==> config.mk <==
export PLATFORM = sky130hd
export DESIGN_NAME = ex_hazard_ctrl
export DESIGN_NICKNAME = d
export VERILOG_FILES = /design/src/rtl/ex_hazard_ctrl.sv
export SDC_FILE = /design/constraint.sdc
export NUM_CORES = 1
export LEC_CHECK = 0
export BUFFER_PORTS_ARGS = -buffer_cell sky130_fd_sc_hd__buf_2
export CORE_MARGIN = 4
export CORE_UTILIZATION = 54
export CTS_CLUSTER_DIAMETER = 100
export CTS_CLUSTER_SIZE = 30
export DETAILED_ROUTE_END_ITERATION = 10
export PLACE_DENSITY = 0.93
export SYNTH_ARGS = -nofsm -noshare
export SYNTH_HDL_FRONTEND = slang
export SYNTH_SLANG_ARGS = --single-unit
==> constraint.sdc <==
create_clock -name clk -period 4.2 [get_ports clk]
set_input_delay 0.63 -clock clk [delete_from_list [all_inputs] [get_ports clk]]
set_output_delay 0.63 -clock clk [all_outputs]
set_load 0.02 [all_outputs]
==> src/rtl/ex_hazard_ctrl.sv <==
// ex_hazard_ctrl: EX-stage hazard controller for a 5-stage pipeline.
// Tracks the EX/MEM/WB occupants and produces ALU operand forwarding
// selects, load-use stall/bubble and a saturating stall counter.
// Optional feature: define EX_HAZARD_FORWARDING_EN to enable operand
// forwarding; when undefined, every RAW hazard against EX or MEM stalls.
module ex_hazard_ctrl (
  input  logic        clk,
  input  logic        reset,
  input  logic        id_valid,
  input  logic [4:0]  id_rn,
  input  logic [4:0]  id_rm,
  input  logic        id_rm_used,
  input  logic [4:0]  id_rd,
  input  logic        id_reg_write,
  input  logic        id_mem_read,
  output logic [1:0]  forwardA,
  output logic [1:0]  forwardB,
  output logic        stall,
  output logic        bubble,
  output logic [15:0] stall_cnt
);

  localparam logic [1:0] FWD_RF  = 2'b00;
  localparam logic [1:0] FWD_MEM = 2'b10;
  localparam logic [1:0] FWD_WB  = 2'b01;
  localparam logic [4:0] XZR     = 5'd31;

  // Stage shadows: destination register, write-enable and load flag.
  logic [4:0] ex_rd, mem_rd, wb_rd;
  logic       ex_wr, mem_wr, wb_wr;
  logic       ex_ld, mem_ld, wb_ld;

  logic       ex_hit_rn, ex_hit_rm, mem_hit_rn, mem_hit_rm;
  logic       hazard;
  logic [1:0] fwd_a_nxt, fwd_b_nxt;
  logic       wb_unused;

  // A stage supplies register r only if it writes it and r is not XZR.
  function automatic logic stage_match(input logic wr, input logic [4:0] rd,
                                       input logic [4:0] r);
    return wr && (rd == r) && (rd != XZR);
  endfunction

  // The WB occupant never drives a decision: the register file is
  // write-through, so an instruction reading in ID already sees WB data.
  assign wb_unused = ^{wb_rd, wb_wr, wb_ld};

  // Register-match terms of the ID instruction against EX and MEM.
  always_comb begin
    ex_hit_rn  = stage_match(ex_wr, ex_rd, id_rn);
    mem_hit_rn = stage_match(mem_wr, mem_rd, id_rn);
    if (id_rm_used) begin
      ex_hit_rm  = stage_match(ex_wr, ex_rd, id_rm);
      mem_hit_rm = stage_match(mem_wr, mem_rd, id_rm);
    end else begin
      ex_hit_rm  = 1'b0;
      mem_hit_rm = 1'b0;
    end
  end

`ifdef EX_HAZARD_FORWARDING_EN
  // Forwarding build: only a load in EX forces a stall; other RAW
  // dependencies are satisfied by the forwarding selects.
  always_comb begin
    hazard = id_valid && ex_ld && (ex_hit_rn || ex_hit_rm);
  end

  // Next ALU operand selects; EX/MEM result wins over the WB value.
  always_comb begin
    fwd_a_nxt = FWD_RF;
    fwd_b_nxt = FWD_RF;
    if (bubble) begin
      fwd_a_nxt = FWD_RF;
      fwd_b_nxt = FWD_RF;
    end else begin
      if (ex_hit_rn) begin
        fwd_a_nxt = FWD_MEM;
      end else if (mem_hit_rn) begin
        fwd_a_nxt = FWD_WB;
      end else begin
        fwd_a_nxt = FWD_RF;
      end
      if (ex_hit_rm) begin
        fwd_b_nxt = FWD_MEM;
      end else if (mem_hit_rm) begin
        fwd_b_nxt = FWD_WB;
      end else begin
        fwd_b_nxt = FWD_RF;
      end
    end
  end
`else
  // Non-forwarding build: any dependency on EX or MEM stalls until the
  // producer has reached WB and the write-through register file.
  always_comb begin
    hazard = id_valid && (ex_hit_rn || ex_hit_rm || mem_hit_rn || mem_hit_rm);
  end

  // Operands always come from the register file.
  always_comb begin
    fwd_a_nxt = FWD_RF;
    fwd_b_nxt = FWD_RF;
  end
`endif

  // Stall and bubble are the same signal and are killed by reset at once.
  always_comb begin
    if (reset) begin
      stall = 1'b0;
    end else begin
      stall = hazard;
    end
    bubble = stall;
  end

  // Advance the stage shadows every clock; a bubble enters EX as a no-op.
  always_ff @(posedge clk or posedge reset) begin
    if (reset) begin
      ex_rd  <= 5'd0;  ex_wr  <= 1'b0; ex_ld  <= 1'b0;
      mem_rd <= 5'd0;  mem_wr <= 1'b0; mem_ld <= 1'b0;
      wb_rd  <= 5'd0;  wb_wr  <= 1'b0; wb_ld  <= 1'b0;
    end else begin
      wb_rd  <= mem_rd; wb_wr  <= mem_wr; wb_ld  <= mem_ld;
      mem_rd <= ex_rd;  mem_wr <= ex_wr;  mem_ld <= ex_ld;
      ex_rd  <= id_rd;
      if (bubble) begin
        ex_wr <= 1'b0;
        ex_ld <= 1'b0;
      end else begin
        ex_wr <= id_reg_write & id_valid;
        ex_ld <= id_mem_read & id_valid;
      end
    end
  end

  // Register the operand selects on the edge the instruction enters EX.
  always_ff @(posedge clk or posedge reset) begin
    if (reset) begin
      forwardA <= FWD_RF;
      forwardB <= FWD_RF;
    end else begin
      forwardA <= fwd_a_nxt;
      forwardB <= fwd_b_nxt;
    end
  end

  // Count stall cycles, holding at the maximum value.
  always_ff @(posedge clk or posedge reset) begin
    if (reset) begin
      stall_cnt <= 16'd0;
    end else if (stall && (stall_cnt != 16'hFFFF)) begin
      stall_cnt <= stall_cnt + 16'd1;
    end else begin
      stall_cnt <= stall_cnt;
    end
  end

endmodule

==> results.yml, run 1 <==
power:
  power_frac_comb_pct: 14.1
  power_frac_clock_pct: 21.9
  power_uw: 458
  ir_worst_vdd_mv: 0.199
  swShare_pct: 25.8
  p_int_uw: 340
  p_sw_uw: 118
  power.density_mw_per_mm2: 278
  power_frac_seq_pct: 63.9
  p_leak_uw: 0.000867
final_layout:
  antenna_cells: 0
  layout-drive-gt1-share_pct: 30.7
  final_nets: 190
  finalInstanceArea_mm2: 0.00165
  syn_to_final_growth_pct: 15.0
  fill_cells: 195
drt:
  dr.first_iter.drc_count: 37
  num_vias: 1074
  wire_per_inst_um: 14.7
  antenna_left: 0
  drt_first_pass_iters: 4
  drcViolationCount: 0
  drt_wl_total_um: 2890
  vias_per_cell: 5.48
worst_setup_path:
  r2r_cells: 6
  crit_required_ps: 3570
  cp-end-kind: "primary output"
  cp-start-kind: "flip-flop"
  crit_arrival_ps: 2310
  r2r_slack_ps: 1800
  rr_endpoint: "stall_cnt[12]"
  crit_buf_inv: 1
  worstPathCellList: "xor2_1, nor4_1, a32oi_1, o22a_2, nor2_1, buf_2"
  crit_path_top_delay_cell: "dfrtp_1"
  crit_start: "ex_rd[2]"
  crit_end: "stall"
  crit_fanout: 16
  cp.depth: 6
  critPathKind: "reg2out"
  cpLargestDelayFamily: "simple AND/OR/NAND/NOR gates"
  r2r-start: "ex_rd[2]"
  slowest_delay_ps: 460
grt:
  grt.overflow.total: 0
  grt_antenna_before_repair: 0
  grt_pass1_vias: 1043
  grt_pass1_wl_um: 4730
  grt_max_degree: 31
  grt.total_usage_pct: 17.9
timing:
  clock_skew_ps: 1.79
  fmax_ghz: 0.340
  post-route-min-period_ps: 2940
  setup_viol: 0
  hold_viol_final: 0
  fin_ws_ps: 1260
  drv_slew: 0
  hold_ws_ps: 358
  rsz0062_at_grt: "no"
  setup-tns-final_ps: 0
  timing.final.crit_share_pct: 70.0
synthesis:
  seq_area_frac_synth_pct: 48.9
  synth_cell_types: 24
  syn_area_per_cell_um2: 11.2
  synth_cells: 128
  ys_seq_elements: 28
  synth_area_mm2: 0.00143
  yosysWarnings: 0
cts:
  ctsHoldBuffers: 0
  clk_path_buf_depth: 2
  htree_levels: 1
  numCtsBuffers: 3
  clock-root-buffer: "clkbuf_4"
  cts_tree: "done"
  postCtsResizedCells: 0
  cts_num_sinks: 28
  clock_latency_ps: 310
  post_cts_buffers: 0
  clkTransAtPathRegs_ps: 130
place:
  placement.setup.worst_slack_ps: 1370
  gp_congestion: 0.915
  port_buffers: 37
  hpwl_um: 2220
  placed_cell_area_mm2: 0.00163
floorplan:
  num_io_pins: 43
  fp.dieW_um: 59.5
  start_util_pct: 57.4
  die_height_um: 59.5
  rows: 18
  core_mm2: 0.00250
  die_area_mm2: 0.00354
worst_hold_path:
  min_path_type: "in2async"
job:
  maxCapViolCount: 0
outcome:
  status: "finished clean"
-- cell usage in the layout (no fill, tap or decap), types with 3 or more instances in the layout --
cell      synthesis  layout
inv_1             3       3
nor2_1            7       7
clkbuf_4          0       3
nand3_1           8       8
nor4_1            6       6
buf_2             0      37
conb_1            1       4
nor4_2            4       4
nor3_1            4       4
xor2_1           31      31
nand2_1          10      10
dfrtp_1          28      28
xnor2_1           3       3
-- cells in the mapped netlist (all sizes together) --
cell type / number / share of area [%]
o21ai: 2 / 0.70
xnor2: 3 / 1.8
nor2: 7 / 1.8
nor4: 11 / 7.6
nor3: 4 / 1.4
o311ai: 1 / 1.1
buf: 7 / 3.9
nand4: 1 / 0.44
mux2: 2 / 1.6
nand3: 8 / 2.8
nor3b: 2 / 1.0
xor2: 31 / 19
and3: 2 / 0.87
nor4b: 1 / 0.61
conb: 1 / 0.26
a32oi: 2 / 1.2
inv: 3 / 0.79
dfrtp: 28 / 49
ha: 1 / 0.87
nand2: 10 / 2.6
o22a: 1 / 0.70
-- worst min-delay path by stage --
stage	end	slack [ps]	cells after the start
3_3_place_gp	mem_wr	360	0
5_1_grt	stall_cnt[9]	350	3
3_5_place_dp	mem_wr	350	0
2_1_floorplan	mem_wr	350	0
4_1_cts	mem_rd[4]	360	3
6_report	ex_rd[1]	360	3
-- power by group through the flow --
stage	logic [uW]	clock network, uW	registers, uW
2_1_floorplan	37.4	0	302
3_3_place_gp	61.2	0	297
3_5_place_dp	64.5	0	298
4_1_cts	65.0	105	293
5_1_grt	71.1	121	295
6_report	64.8	101	293
-- per-layer routing --
layer,share of wire (%),track usage (%),vias up
li1,-,-,506
met1,39,20.6,515
met2,51,31.7,43
met3,7.2,2.40,10
met4,3.3,9.81,0
met5,0,0,-
-- cells by family (layout without fill, tap and decap cells) --
logic type | after synthesis | after routing | synth area share, %
other | 1 | 4 | 0.262
adders and majority gates | 1 | 1 | 0.872
and+or+nand+nor | 46 | 46 | 19.2
muxes | 2 | 2 | 1.57
xor gates and xnor gates | 34 | 34 | 20.8
DFF | 28 | 28 | 48.9
AOI/OAI and AO/OA | 6 | 6 | 3.75
buffers and inverters | 10 | 45 | 4.71
-- registers in the layout, summed over array words and instances, names as in the netlist --
| name | flops |
|---|---|
| stall_cnt | 16 |
| ex_rd | 5 |
| mem_rd | 5 |
| ex_wr | 1 |
| mem_wr | 1 |
-- worst min-delay path, delay by kind of cell --
kind / cells / cell delay [ps]
buffers and inverters: 3 / 460
-- through the flow --
step | utilization [%] | std cells
2_1_floorplan | - | 131
3_3_place_gp | 65.1 | 193
3_5_place_dp | 65.1 | 193
4_1_cts | 66.0 | 196
5_1_grt | 66.0 | 196
6_report | 66.0 | 196
-- area by class of cell --
cell class / count / area (um^2) / area share (%)
Multi-Input combinational cell: 93 / 677 / 41.0
Inverter: 3 / 11.3 / 0.683
Sequential cell: 28 / 701 / 42.5
Clock buffer: 3 / 22.5 / 1.37
Tap cell: 30 / 37.5 / 2.28
Timing Repair Buffer: 39 / 200 / 12.1
No activity file was read; power rests on OpenSTA's default activity.
==> run 2, diff against run 1 <==
--- a/config.mk
+++ b/config.mk
@@ -7,11 +7,11 @@
 export LEC_CHECK = 0
 export BUFFER_PORTS_ARGS = -buffer_cell sky130_fd_sc_hd__buf_2
 export CORE_MARGIN = 4
-export CORE_UTILIZATION = 54
+export CORE_UTILIZATION = 50
 export CTS_CLUSTER_DIAMETER = 100
 export CTS_CLUSTER_SIZE = 30
 export DETAILED_ROUTE_END_ITERATION = 10
-export PLACE_DENSITY = 0.93
+export PLACE_DENSITY = 0.88
 export SYNTH_ARGS = -nofsm -noshare
 export SYNTH_HDL_FRONTEND = slang
 export SYNTH_SLANG_ARGS = --single-unit
==> constraint.sdc (replaced) <==
create_clock -name clk -period 2.8 [get_ports clk]
set_input_delay 0.42 -clock clk [delete_from_list [all_inputs] [get_ports clk]]
set_output_delay 0.42 -clock clk [all_outputs]
set_load 0.02 [all_outputs]
==> run 2 against run 1 <==
Non-clock buffer count grew 2. Sequential cell count is the same. Clock power grew 88%. Critical path type unchanged.
==> results.yml, run 2 (synthesis gave the netlist of run 1 again) <==
cts:
  cts_num_sinks: 28
  clock-root-buffer: "clkbuf_4"
  ctsHoldBuffers: 1
  numCtsBuffers: 3
  clkTransAtPathRegs_ps: 140
  post_cts_buffers: 0
  clock_latency_ps: 320
  htree_levels: 1
  postCtsResizedCells: 0
  clk_path_buf_depth: 2
  cts_tree: "done"
worst_setup_path:
  crit_buf_inv: 1
  crit_fanout: 16
  slowest_delay_ps: 460
  crit_arrival_ps: 2250
  cp-end-kind: "primary output"
  crit_path_top_delay_cell: "dfrtp_1"
  cp-start-kind: "flip-flop"
  crit_required_ps: 2380
  critPathKind: "reg2out"
  cpLargestDelayFamily: "simple AND/OR/NAND/NOR gates"
  worstPathCellList: "xor2_1, nor4_1, a32oi_1, o22a_2, nor2_1, buf_2"
floorplan:
  die_height_um: 61.6
  die_area_mm2: 0.00379
  start_util_pct: 52.0
  num_io_pins: 43
  core_mm2: 0.00276
  fp.dieW_um: 61.6
  rows: 19
job:
  maxCapViolCount: 0
final_layout:
  syn_to_final_growth_pct: 17.3
  antenna_cells: 0
  seq_area_um2: 701
  regMostFlops: "stall_cnt"
  fill_cells: 229
  final_nets: 192
  top_regs: "stall_cnt (16), ex_rd (5), mem_rd (5)"
  mostFrequentLayoutCells: "buf_2, xor2_1, dfrtp_1, nand2_1, nand3_1"
  multi_input_area_um2: 677
  layout-drive-gt1-share_pct: 31.4
  largest_reg_flops: 16
  finalInstanceArea_mm2: 0.00168
  final_common_cell: "buf_2"
place:
  placed_cell_area_mm2: 0.00164
  hpwl_um: 2200
  gp_congestion: 0.824
  port_buffers: 37
power:
  power_uw: 727
  ir_worst_vdd_mv: 0.338
  p_leak_uw: 0.000883
  power.density_mw_per_mm2: 432
drt:
  dr.first_iter.drc_count: 39
  num_vias: 1070
  antenna_left: 0
  drt_wl_total_um: 2880
  vias_per_cell: 5.35
  wire_per_inst_um: 14.4
  drt_first_pass_iters: 4
  drcViolationCount: 0
grt:
  grt.total_usage_pct: 16.6
  grt_max_degree: 28
  grt_pass1_vias: 1118
  grt.overflow.total: 0
  grt_pass1_wl_um: 4680
  grt_antenna_before_repair: 0
timing:
  hold_ws_ps: 186
  hold_viol_final: 0
  clock_skew_ps: 7.54
  rsz0062_at_grt: "no"
  drv_slew: 0
  setup_viol: 0
  setup-tns-final_ps: 0
  timing.final.crit_share_pct: 95.4
  fmax_ghz: 0.374
  post-route-min-period_ps: 2670
outcome:
  status: "finished clean"
worst_hold_path:
  min_path_type: "in2reg"
## run 2: power breakdown
group / internal [uW] / leakage, uW / total (uW) / switching [uW]
Combinational: 40.8 / 0.000502 / 97.9 / 57.1
Clock: 79.6 / 0.0000210 / 190 / 110
Sequential: 420 / 0.000360 / 440 / 19.3
Total: 541 / 0.000883 / 727 / 186
## run 2: through the flow
| step | util [%] | setup slack (ps) | std cells |
|---|---|---|---|
| after global placement | 59.3 | 476 | 195 |
| after global routing | 61.0 | 36.3 | 200 |
| final | 61.0 | 129 | 200 |
| after detailed placement | 59.3 | 391 | 195 |
| after CTS | 61.0 | 144 | 200 |
| after floorplan | - | 415 | 131 |
## run 2: final cells by class
type	count	area share, %
Multi-Input combinational cell	93	40.3
Timing Repair Buffer	41	12.9
Clock buffer	4	2.16
Inverter	3	0.670
Sequential cell	28	41.7
Tap cell	31	2.31
## run 2: final timing paths
check / from / endpoint / slack (ps) / cells after the start
worst max-delay path: ex_rd[2] / bubble / 130 / 6
worst min-delay path: id_rd[4] / ex_rd[4] / 190 / 1
worst max register to register: ex_rd[2] / stall_cnt[12] / 460 / 6
worst min register to register: ex_wr / mem_wr / 410 / 0
max in group asynchronous: reset / ex_rd[0] / 1750 / 4
min in group asynchronous: reset / stall_cnt[13] / 500 / 3
## run 2: layer usage
metal | track usage, % | share of wire (%) | routed length, um | vias to the layer above
met5 | 0 | 0 | 0 | -
met2 | 30.9 | 52 | 1500 | 28
li1 | - | - | - | 517
met3 | 2.52 | 5.3 | 152 | 5
met1 | 19.0 | 41 | 1190 | 520
met4 | 5.76 | 1.3 | 38 | 0
==> run 3, diff against run 2 <==
--- a/config.mk
+++ b/config.mk
@@ -5,13 +5,14 @@
 export SDC_FILE = /design/constraint.sdc
 export NUM_CORES = 1
 export LEC_CHECK = 0
+export ABC_AREA = 1
 export BUFFER_PORTS_ARGS = -buffer_cell sky130_fd_sc_hd__buf_2
 export CORE_MARGIN = 4
-export CORE_UTILIZATION = 50
+export CORE_UTILIZATION = 53
 export CTS_CLUSTER_DIAMETER = 100
 export CTS_CLUSTER_SIZE = 30
 export DETAILED_ROUTE_END_ITERATION = 10
-export PLACE_DENSITY = 0.88
+export PLACE_DENSITY = 0.89
 export SYNTH_ARGS = -nofsm -noshare
 export SYNTH_HDL_FRONTEND = slang
 export SYNTH_SLANG_ARGS = --single-unit
==> run 3 against run 2 <==
Routed wire length rose by 37%. Synthesized cell count grew 100%. Global-route usage is 3.6 points higher. Cell count rose by 70%. Sequential share of layout area decreased by 7.7 points. Power up 14%. Critical path type unchanged. Critical endpoint is now stall.
==> results.yml, run 3 <==
place:
  gp_congestion: 0.928
  placed_cell_area_mm2: 0.00201
  port_buffers: 37
  hpwl_um: 3020
synthesis:
  synthFlopType: "dfrtp_1"
  syn_area_per_cell_um2: 6.97
  ys_seq_elements: 28
  seq_area_frac_synth_pct: 38.6
  yosysWarnings: 0
  synth_area_mm2: 0.00181
  synth_commonest_cells: "nand2_1, dfrtp_1, nor2_1"
  synth_top_area_share_pct: 38.6
  synth_cells: 260
  yosysTopAreaCell: "dfrtp_1"
  ys_async_sr_fraction_pct: 100
  yosysMostFrequentCell: "nand2_1"
  synth_edf_count: 0
  synth_cell_types: 23
  synth_area_leaders: "dfrtp_1, nand2_1, nand4_1"
grt:
  grt.overflow.total: 0
  grt_max_degree: 29
  met1_usage_pct: 24.9
  grt_antenna_before_repair: 0
  grt_pass1_wl_um: 7070
  grt_pass1_vias: 1668
  grt.total_usage_pct: 20.2
  busiest_layer: "met2"
  met2_usage_pct: 37.7
  grt_use_met3_pct: 2.36
worst_setup_path:
  crit_arrival_ps: 1910
  cp-start-kind: "flip-flop"
  r2r_cells: 7
  cp-end-kind: "primary output"
  rr_endpoint: "stall_cnt[5]"
  r2r_slack_ps: 900
  r2r-start: "stall_cnt[0]"
  crit_fanout: 18
  crit_required_ps: 2380
  critPathKind: "reg2out"
final_layout:
  final_nets: 319
  largest_reg_flops: 16
  antenna_cells: 0
  regMostFlops: "stall_cnt"
  finalInstanceArea_mm2: 0.00206
  layout-drive-gt1-share_pct: 18.2
  top_regs: "stall_cnt (16), ex_rd (5), mem_rd (5)"
  syn_to_final_growth_pct: 13.7
  final_common_cell: "nand2_1"
  mostFrequentLayoutCells: "nand2_1, buf_2, dfrtp_1, nor2_1, inv_1"
drt:
  wire_per_inst_um: 11.6
  antenna_left: 0
  drcViolationCount: 0
  vias_per_cell: 4.94
  drt_first_pass_iters: 4
  dr.first_iter.drc_count: 109
  drt_wl_total_um: 3950
  num_vias: 1680
floorplan:
  num_io_pins: 43
  core_mm2: 0.00315
  die_height_um: 66.5
  start_util_pct: 57.5
  rows: 20
  fp.dieW_um: 66.5
  die_area_mm2: 0.00442
worst_hold_path:
  whs_endpoint: "ex_rd[2]"
  min_path_type: "in2reg"
  min_from: "id_rd[2]"
  hold_path_depth: 1
timing:
  rsz0062_at_grt: "no"
  setup-tns-final_ps: 0
  hold_viol_final: 0
  setup_viol: 0
  drv_slew: 0
  timing.final.crit_share_pct: 83.2
  slew_headroom_pct: 32.5
  fmax_ghz: 0.429
  clock_skew_ps: 4.58
  post-route-min-period_ps: 2330
  max_slew.worst_pin.slew_ps: 1010
cts:
  clock_latency_ps: 330
  clk_path_buf_depth: 2
  clock-root-buffer: "clkbuf_4"
  cts_tree: "done"
  postCtsResizedCells: 0
  post_cts_buffers: 0
  cts_num_sinks: 28
  htree_levels: 1
  numCtsBuffers: 3
  ctsHoldBuffers: 0
  clkTransAtPathRegs_ps: 150
power:
  power.density_mw_per_mm2: 401
  ir_worst_vdd_mv: 0.246
  p_leak_uw: 0.00120
job:
  maxCapViolCount: 0
outcome:
  status: "finished clean"
==> run 3: kinds of logic (layout without fill, tap and decap cells) <==
kind of cell / count (synthesis) / after routing / synth area share [%]
and+or+nand+nor: 172 / 172 / 42.3
buffers and inverters: 41 / 74 / 10.1
DFF: 28 / 28 / 38.6
xor gates and xnor gates: 15 / 15 / 7.25
AOI/OAI and AO/OA: 2 / 2 / 0.828
adders and majority gates: 1 / 1 / 0.690
other: 1 / 4 / 0.207
==> run 3: cell type report <==
class | count | area, um^2
clock buffer | 3 | 22.5
fill | 281 | 1090
inverter | 32 | 120
multi-input combinational | 194 | 941
clock inverter | 1 | 30.0
timing repair buffer | 38 | 193
tap | 44 | 55.1
sequential | 28 | 701
==> run 3: per-stage QoR <==
stage          cells  power, uW  setup WS, ps  hold WS [ps]  utilization [%]
2_1_floorplan    263        531          1010           354                -
3_3_place_gp     336        565           772           374             63.7
3_5_place_dp     336        572           739           377             63.7
4_1_cts          340        834           463           178             65.4
5_1_grt          340        872           226           164             65.4
6_report         340        826           470           181             65.4
==> run 3: per-layer routing <==
metal / share of wire [%] / vias up
li1: - / 871
met1: 43 / 765
met2: 51 / 39
met3: 5.3 / 5
met4: 0.71 / 0
met5: 0 / -
==> run 3: critical path, stage by stage, from the launching register on <==
cell and delay (ps):
dfrtp_1 460, inv_1 80, nand2_1 60, nand2_1 50, nor2_1 100, nand3_1 80, nand2_1 70, nand2_1 60
nand2_2 280, nand2_1 90, inv_1 100, buf_2 170
==> run 3: worst max-delay path by stage <==
stage,start,endpoint,slack [ps]
floorplan,id_rn[4],stall,1010
global placement,id_rn[4],stall,770
detailed placement,id_rn[4],stall,740
CTS,ex_rd[1],stall,460
global route,ex_rd[1],stall,230
finish,ex_rd[1],stall,470
==> run 3: power breakdown <==
group	internal [uW]	switching (uW)	leakage, uW
clock network	145	118	0.0000279
logic	42.4	77.8	0.000808
registers	421	22.5	0.000364
total	608	218	0.00120
